**src/rtl/prism_sit_pkg.sv**
```systemverilog
// Shared definitions for the PRISM SIT row loader: FSM encoding, word selects
// and the row-index width helper.
package prism_sit_pkg;

    typedef enum logic [1:0] {
        IDLE  = 2'd0,
        SETUP = 2'd1,
        PULSE = 2'd2,
        GAP   = 2'd3
    } sit_state_t;

    localparam logic LO_WORD_SEL = 1'b0;
    localparam logic HI_WORD_SEL = 1'b1;

    // A single-row table still needs a 1-bit index counter.
    function automatic int calc_idx_bits(input int depth);
        return (depth > 1) ? $clog2(depth) : 1;
    endfunction

endpackage

```
**src/rtl/prism_sit_row_loader_dec.sv**
```systemverilog
// Row-index to one-hot latch-enable decoder; the parent registers its output
// so the latch enables stay glitch-free.
module prism_onehot_dec #(
    parameter int DEPTH    = 2,
    parameter int IDX_BITS = 1
) (
    input  logic [IDX_BITS-1:0] idx,
    input  logic                en,
    output logic [DEPTH-1:0]    onehot
);

    always_comb begin
        onehot = '0;
        for (int i = 0; i < DEPTH; i++) begin
            if (en && (idx == IDX_BITS'(i))) begin
                onehot[i] = 1'b1;
            end
        end
    end

endmodule

```
**src/rtl/prism_sit_row_loader.sv**
```systemverilog
// Assembles debug-bus writes into one SIT row and walks a one-hot latch-enable
// sequence over the latch shift register. Macro PRISM_SIT_LOADER_GAP_EN inserts a quiet cycle between row pulses.
module prism_sit_row_loader
    import prism_sit_pkg::*;
#(
    parameter int WIDTH = 64,
    parameter int DEPTH = 2
) (
    input  logic             clk,
    input  logic             rst,
    input  logic             write_req,
    input  logic [2:0]       address,
    input  logic [31:0]      data_in,
    output logic [WIDTH-1:0] config_data,
    output logic [DEPTH-1:0] latch_en,
    output logic             busy,
    output logic             done,
    output logic             wr_drop
);

    localparam int IDX_BITS = calc_idx_bits(DEPTH);

    sit_state_t          state;
    logic [IDX_BITS-1:0] idx;
    logic [31:0]         low_hold;

    logic                accept_lo;
    logic                accept_hi;
    logic                last_row;
    logic                step_en;
    logic [IDX_BITS-1:0] step_idx;
    logic [DEPTH-1:0]    onehot_next;

    // Upper data bits beyond WIDTH and the low address bits carry no meaning here.
    logic                unused_inputs;
    assign unused_inputs = ^{address[1:0], data_in};

    assign accept_lo = write_req && !busy && (address[2] == LO_WORD_SEL);
    assign accept_hi = write_req && !busy && (address[2] == HI_WORD_SEL);
    assign last_row  = (idx == IDX_BITS'(DEPTH - 1));

    // Which row (if any) opens in the next cycle; feeds the registered decoder.
    always_comb begin
        step_en  = 1'b0;
        step_idx = '0;
        case (state)
            SETUP: begin
                step_en  = 1'b1;
                step_idx = '0;
            end
`ifdef PRISM_SIT_LOADER_GAP_EN
            GAP: begin
                step_en  = !last_row;
                step_idx = idx + IDX_BITS'(1);
            end
`else
            PULSE: begin
                step_en  = !last_row;
                step_idx = idx + IDX_BITS'(1);
            end
`endif
            default: begin
                step_en  = 1'b0;
                step_idx = '0;
            end
        endcase
    end

    prism_onehot_dec #(
        .DEPTH    (DEPTH),
        .IDX_BITS (IDX_BITS)
    ) u_dec (
        .idx    (step_idx),
        .en     (step_en),
        .onehot (onehot_next)
    );

    always_ff @(posedge clk or posedge rst) begin
        if (rst) begin
            state       <= IDLE;
            idx         <= '0;
            low_hold    <= '0;
            config_data <= '0;
            latch_en    <= '0;
            busy        <= 1'b0;
            done        <= 1'b0;
            wr_drop     <= 1'b0;
        end else begin
            done     <= 1'b0;
            wr_drop  <= write_req && busy;
            latch_en <= onehot_next;
            if (accept_lo) begin
                low_hold <= data_in;
            end
            case (state)
                IDLE: begin
                    if (accept_hi) begin
                        config_data <= {data_in[WIDTH-33:0], low_hold};
                        busy        <= 1'b1;
                        state       <= SETUP;
                    end
                end
                SETUP: begin
                    idx   <= '0;
                    state <= PULSE;
                end
                PULSE: begin
`ifdef PRISM_SIT_LOADER_GAP_EN
                    state <= GAP;
`else
                    // Without inter-row gaps, GAP only serves as the closing quiet cycle.
                    if (last_row) begin
                        state <= GAP;
                    end else begin
                        idx <= idx + IDX_BITS'(1);
                    end
`endif
                end
                GAP: begin
`ifdef PRISM_SIT_LOADER_GAP_EN
                    if (last_row) begin
                        state <= IDLE;
                        busy  <= 1'b0;
                        done  <= 1'b1;
                    end else begin
                        idx   <= idx + IDX_BITS'(1);
                        state <= PULSE;
                    end
`else
                    state <= IDLE;
                    busy  <= 1'b0;
                    done  <= 1'b1;
`endif
                end
                default: state <= IDLE;
            endcase
        end
    end

endmodule
```
**config.mk**
```make
export PLATFORM = sky130hd
export DESIGN_NAME = prism_sit_row_loader
export DESIGN_NICKNAME = d
export VERILOG_FILES = /design/src/rtl/prism_sit_pkg.sv /design/src/rtl/prism_sit_row_loader_dec.sv /design/src/rtl/prism_sit_row_loader.sv
export SDC_FILE = /design/constraint.sdc
export NUM_CORES = 1
export LEC_CHECK = 0
export ABC_AREA = 1
export ABC_CLOCK_PERIOD_IN_PS = 4450
export CAP_MARGIN = 30
export CORE_ASPECT_RATIO = 1.25
export CORE_MARGIN = 1.5
export CORE_UTILIZATION = 49
export DETAILED_ROUTE_END_ITERATION = 16
export PLACE_DENSITY = 0.86
export SETUP_SLACK_MARGIN = 0.5
export SLEW_MARGIN = 0
export SYNTH_ARGS = -nofsm -noshare
export SYNTH_HDL_FRONTEND = slang
export SYNTH_SLANG_ARGS = --single-unit
```
**constraint.sdc**
```tcl
create_clock -name clk -period 4.45 [get_ports clk]
set_input_delay 0.6675 -clock clk [delete_from_list [all_inputs] [get_ports clk]]
set_output_delay 0.6675 -clock clk [all_outputs]
set_load 0.03 [all_outputs]
```
==> run metrics <==
maxcap violations=0; global-route wire length before repair=13.2 mm; Port Buf Inserts=104; Max Slew Vio Count=0; Final TNS setup=0 ps; Switching Share=21.3%; status=completed; P_sw=0.335 mW; Post-CTS Hold Fix Bufs=0; Final Instance Area=5560 um2; Clk pin slew, worst setup/hold paths=80 ps; relative slew slack=37.3%; Syn. warnings=0; register area share after synthesis=60.2%; total congestion overflow=0; FMAX=374 MHz; Clock Tree Buf Depth=2; Mapped Area=4320 um2; # resized after CTS=0; Seq cells post-synth=104; Mapped Cells=416; Static Leak=2.60 nW; gp weighted congestion=0.802; Multi-input gate area=1270 um2; syn avg cell area=10.4 um2; crit-path max FO=76; CTS sink cnt=104; H-tree Lvls=3; HPWL Detailed=5.61 mm; total CTS buffers=9; Final Hold Viols=0; CTS tree=done; Buf+Inv Stages, Crit Path=3; I/O pin total=107; P&R area growth vs syn=28.6%; Clk pwr share=33.6%; post-placement cell area=5380 um2; Slew @ Worst Pin=940 ps; DRC viols=0; Post-DRT Antenna Nets=0; CP Launch Type=input port; ANT cells=0; crit-path cells=clkdlybuf4s50_1 -> inv_2 -> nor2_4 -> nand3_4 -> buf_4 -> nand2_1 -> o21ai_2; total detailed-routing wirelength=7.93 mm; Sequential cell area=2600 um2; Critical Path RT=4650 ps; cell family with most CP delay=buffers and inverters; Die Y=108 um; initial drt markers=177; # setup viols final=0; DIE AREA=9390 um2; Net count, final=559; Logic pwr share=5.2%; Die X=87.0 um; syn nets=460; clk_skew=5.56 ps; RSZ-0062 raised after global routing=false; CTS root buf=clkbuf_8; initial antenna violation count=0; routed vias=2930; peak supply drop=0.207 mV; vias per std cell=4.59; CP arrival=2880 ps; share of cells above drive strength 1=16.6%; Initial DRT Pass Iterations=4; Critical Path Slowest Stage Cell=buf_4; fillers=694; Clock Latency Late Sink=350 ps; Core Box Area=8610 um2; crit end category=flop; Seq pwr share=61.1%; critical path type=input port to flop; library cells used by synthesis=18; PwrDens=283 nW/um2; final cycle utilization of the critical path=60.1%; min-delay worst type=flop to flop; Rows=38; post-CTS setup buffer count=0; Wirelength per Cell=12.4 um; vias in the first global route=2911; Initial Utilization=50.2%; clock period minus worst slack=2670 ps; Crit path largest cell delay=640 ps; cell internal pwr=1.24 mW; largest net degree at the start of global routing=77; Total GRT Usage=18.1%
[per-stage QoR]
stage          std cells  total power [mW]  setup WS, ps  utilization (%)  hold WS [ps]
5_1_grt              638              1.64          1630             64.6           514
6_report             638              1.57          1780             64.6           485
2_1_floorplan        416              1.02          1050                -           453
3_5_place_dp         624              1.06          1410             62.5           468
4_1_cts              638              1.59          1790             64.6           488
3_3_place_gp         623              1.06          1480             62.3           464
[final cells by class]
| class | instances | area share (%) |
|---|---|---|
| inverters | 74 | 5.05 |
| clock buffers | 14 | 3.11 |
| flip-flops and latches | 104 | 46.8 |
| well taps | 120 | 2.70 |
| multi-input cells | 218 | 22.8 |
| repair buffers | 108 | 19.5 |
[layout by cell type (no fill, tap or decap)]
master and n:
clkbuf_8 12, nand4_1 1, nor2_4 1, buf_12 1
nand2_1 106, nand3_1 3, nand2_2 1, inv_4 1
dfrtp_1 104, inv_2 1, buf_4 3, clkbuf_1 2
or2_2 1, ha_1 6, o21ai_1 10, nand3_4 1
inv_1 72, o21ai_0 24, clkdlybuf4s50_1 104, o21ai_2 64
[synthesized netlist by cell type]
cell / number / area [um2]
buf_2: 4 / 20.0
buf_4: 1 / 7.51
buf_6: 13 / 146
clkbuf_1: 2 / 7.51
dfrtp_1: 104 / 2600
ha_1: 6 / 75.1
inv_1: 73 / 274
inv_2: 1 / 3.75
nand2_1: 106 / 398
nand2_2: 1 / 6.26
nand3_1: 3 / 15.0
nand3_2: 1 / 10.0
nand4_1: 1 / 6.26
nor2_4: 1 / 11.3
o21ai_0: 24 / 120
o21ai_1: 10 / 50.1
o21ai_2: 64 / 561
or2_2: 1 / 6.26
[kinds of logic (layout without fill, tap and decap cells)]
kind of cell	Yosys count	in the layout	synth area share (%)
fa+ha+maj	6	6	1.74
buf+inv	94	196	10.6
simple gates	114	114	10.5
flops	104	104	60.2
compound gates	98	98	16.9
[per-layer routing]
layer  GRT usage, %  share of wire, %  up-vias  wire length, um
met5              0                 0        -                0
met4           9.56               2.1        0              169
met3           2.75               2.9       14              229
met2           30.0                52       65             4090
met1           22.9                43     1373             3440
li1               -                 -     1478                -
[worst paths after layout]
| check | startpoint | to | slack, ps | cells after the start |
|---|---|---|---|---|
| setup / recovery | write_req | config_data[32]$_DFFE_PP0P_ | 1780 | 7 |
| hold / removal | config_data[31]$_DFFE_PP0P_ | config_data[31]$_DFFE_PP0P_ | 490 | 2 |
| setup reg to reg | state[0]$_DFFE_PP0P_ | config_data[32]$_DFFE_PP0P_ | 1840 | 6 |
| hold reg to reg | config_data[31]$_DFFE_PP0P_ | config_data[31]$_DFFE_PP0P_ | 490 | 2 |
| max in group asynchronous | rst | low_hold[0]$_DFFE_PP0P_ | 2840 | 3 |
| min in group asynchronous | rst | config_data[51]$_DFFE_PP0P_ | 710 | 2 |
[power groups by stage]
stage          clock network [mW]  logic (mW)  registers (mW)
2_1_floorplan                   0      0.0394           0.980
3_3_place_gp                    0      0.0821           0.980
3_5_place_dp                    0      0.0847           0.980
4_1_cts                     0.544      0.0851           0.961
5_1_grt                     0.580      0.0943           0.963
6_report                    0.529      0.0824           0.961
[sequential cells by signal, indices dropped and copies added (netlist names)]
name / cells
config_data: 64
latch_en: 2
busy: 1
done: 1
idx: 1
wr_drop: 1
low_hold: 32
state: 2
[worst min-delay path: stages (launching register included)]
cell and delay [ps]:
dfrtp_1 350, nand2_1 60, o21ai_2 50
Note: power is estimated with default switching activity, not from simulation.
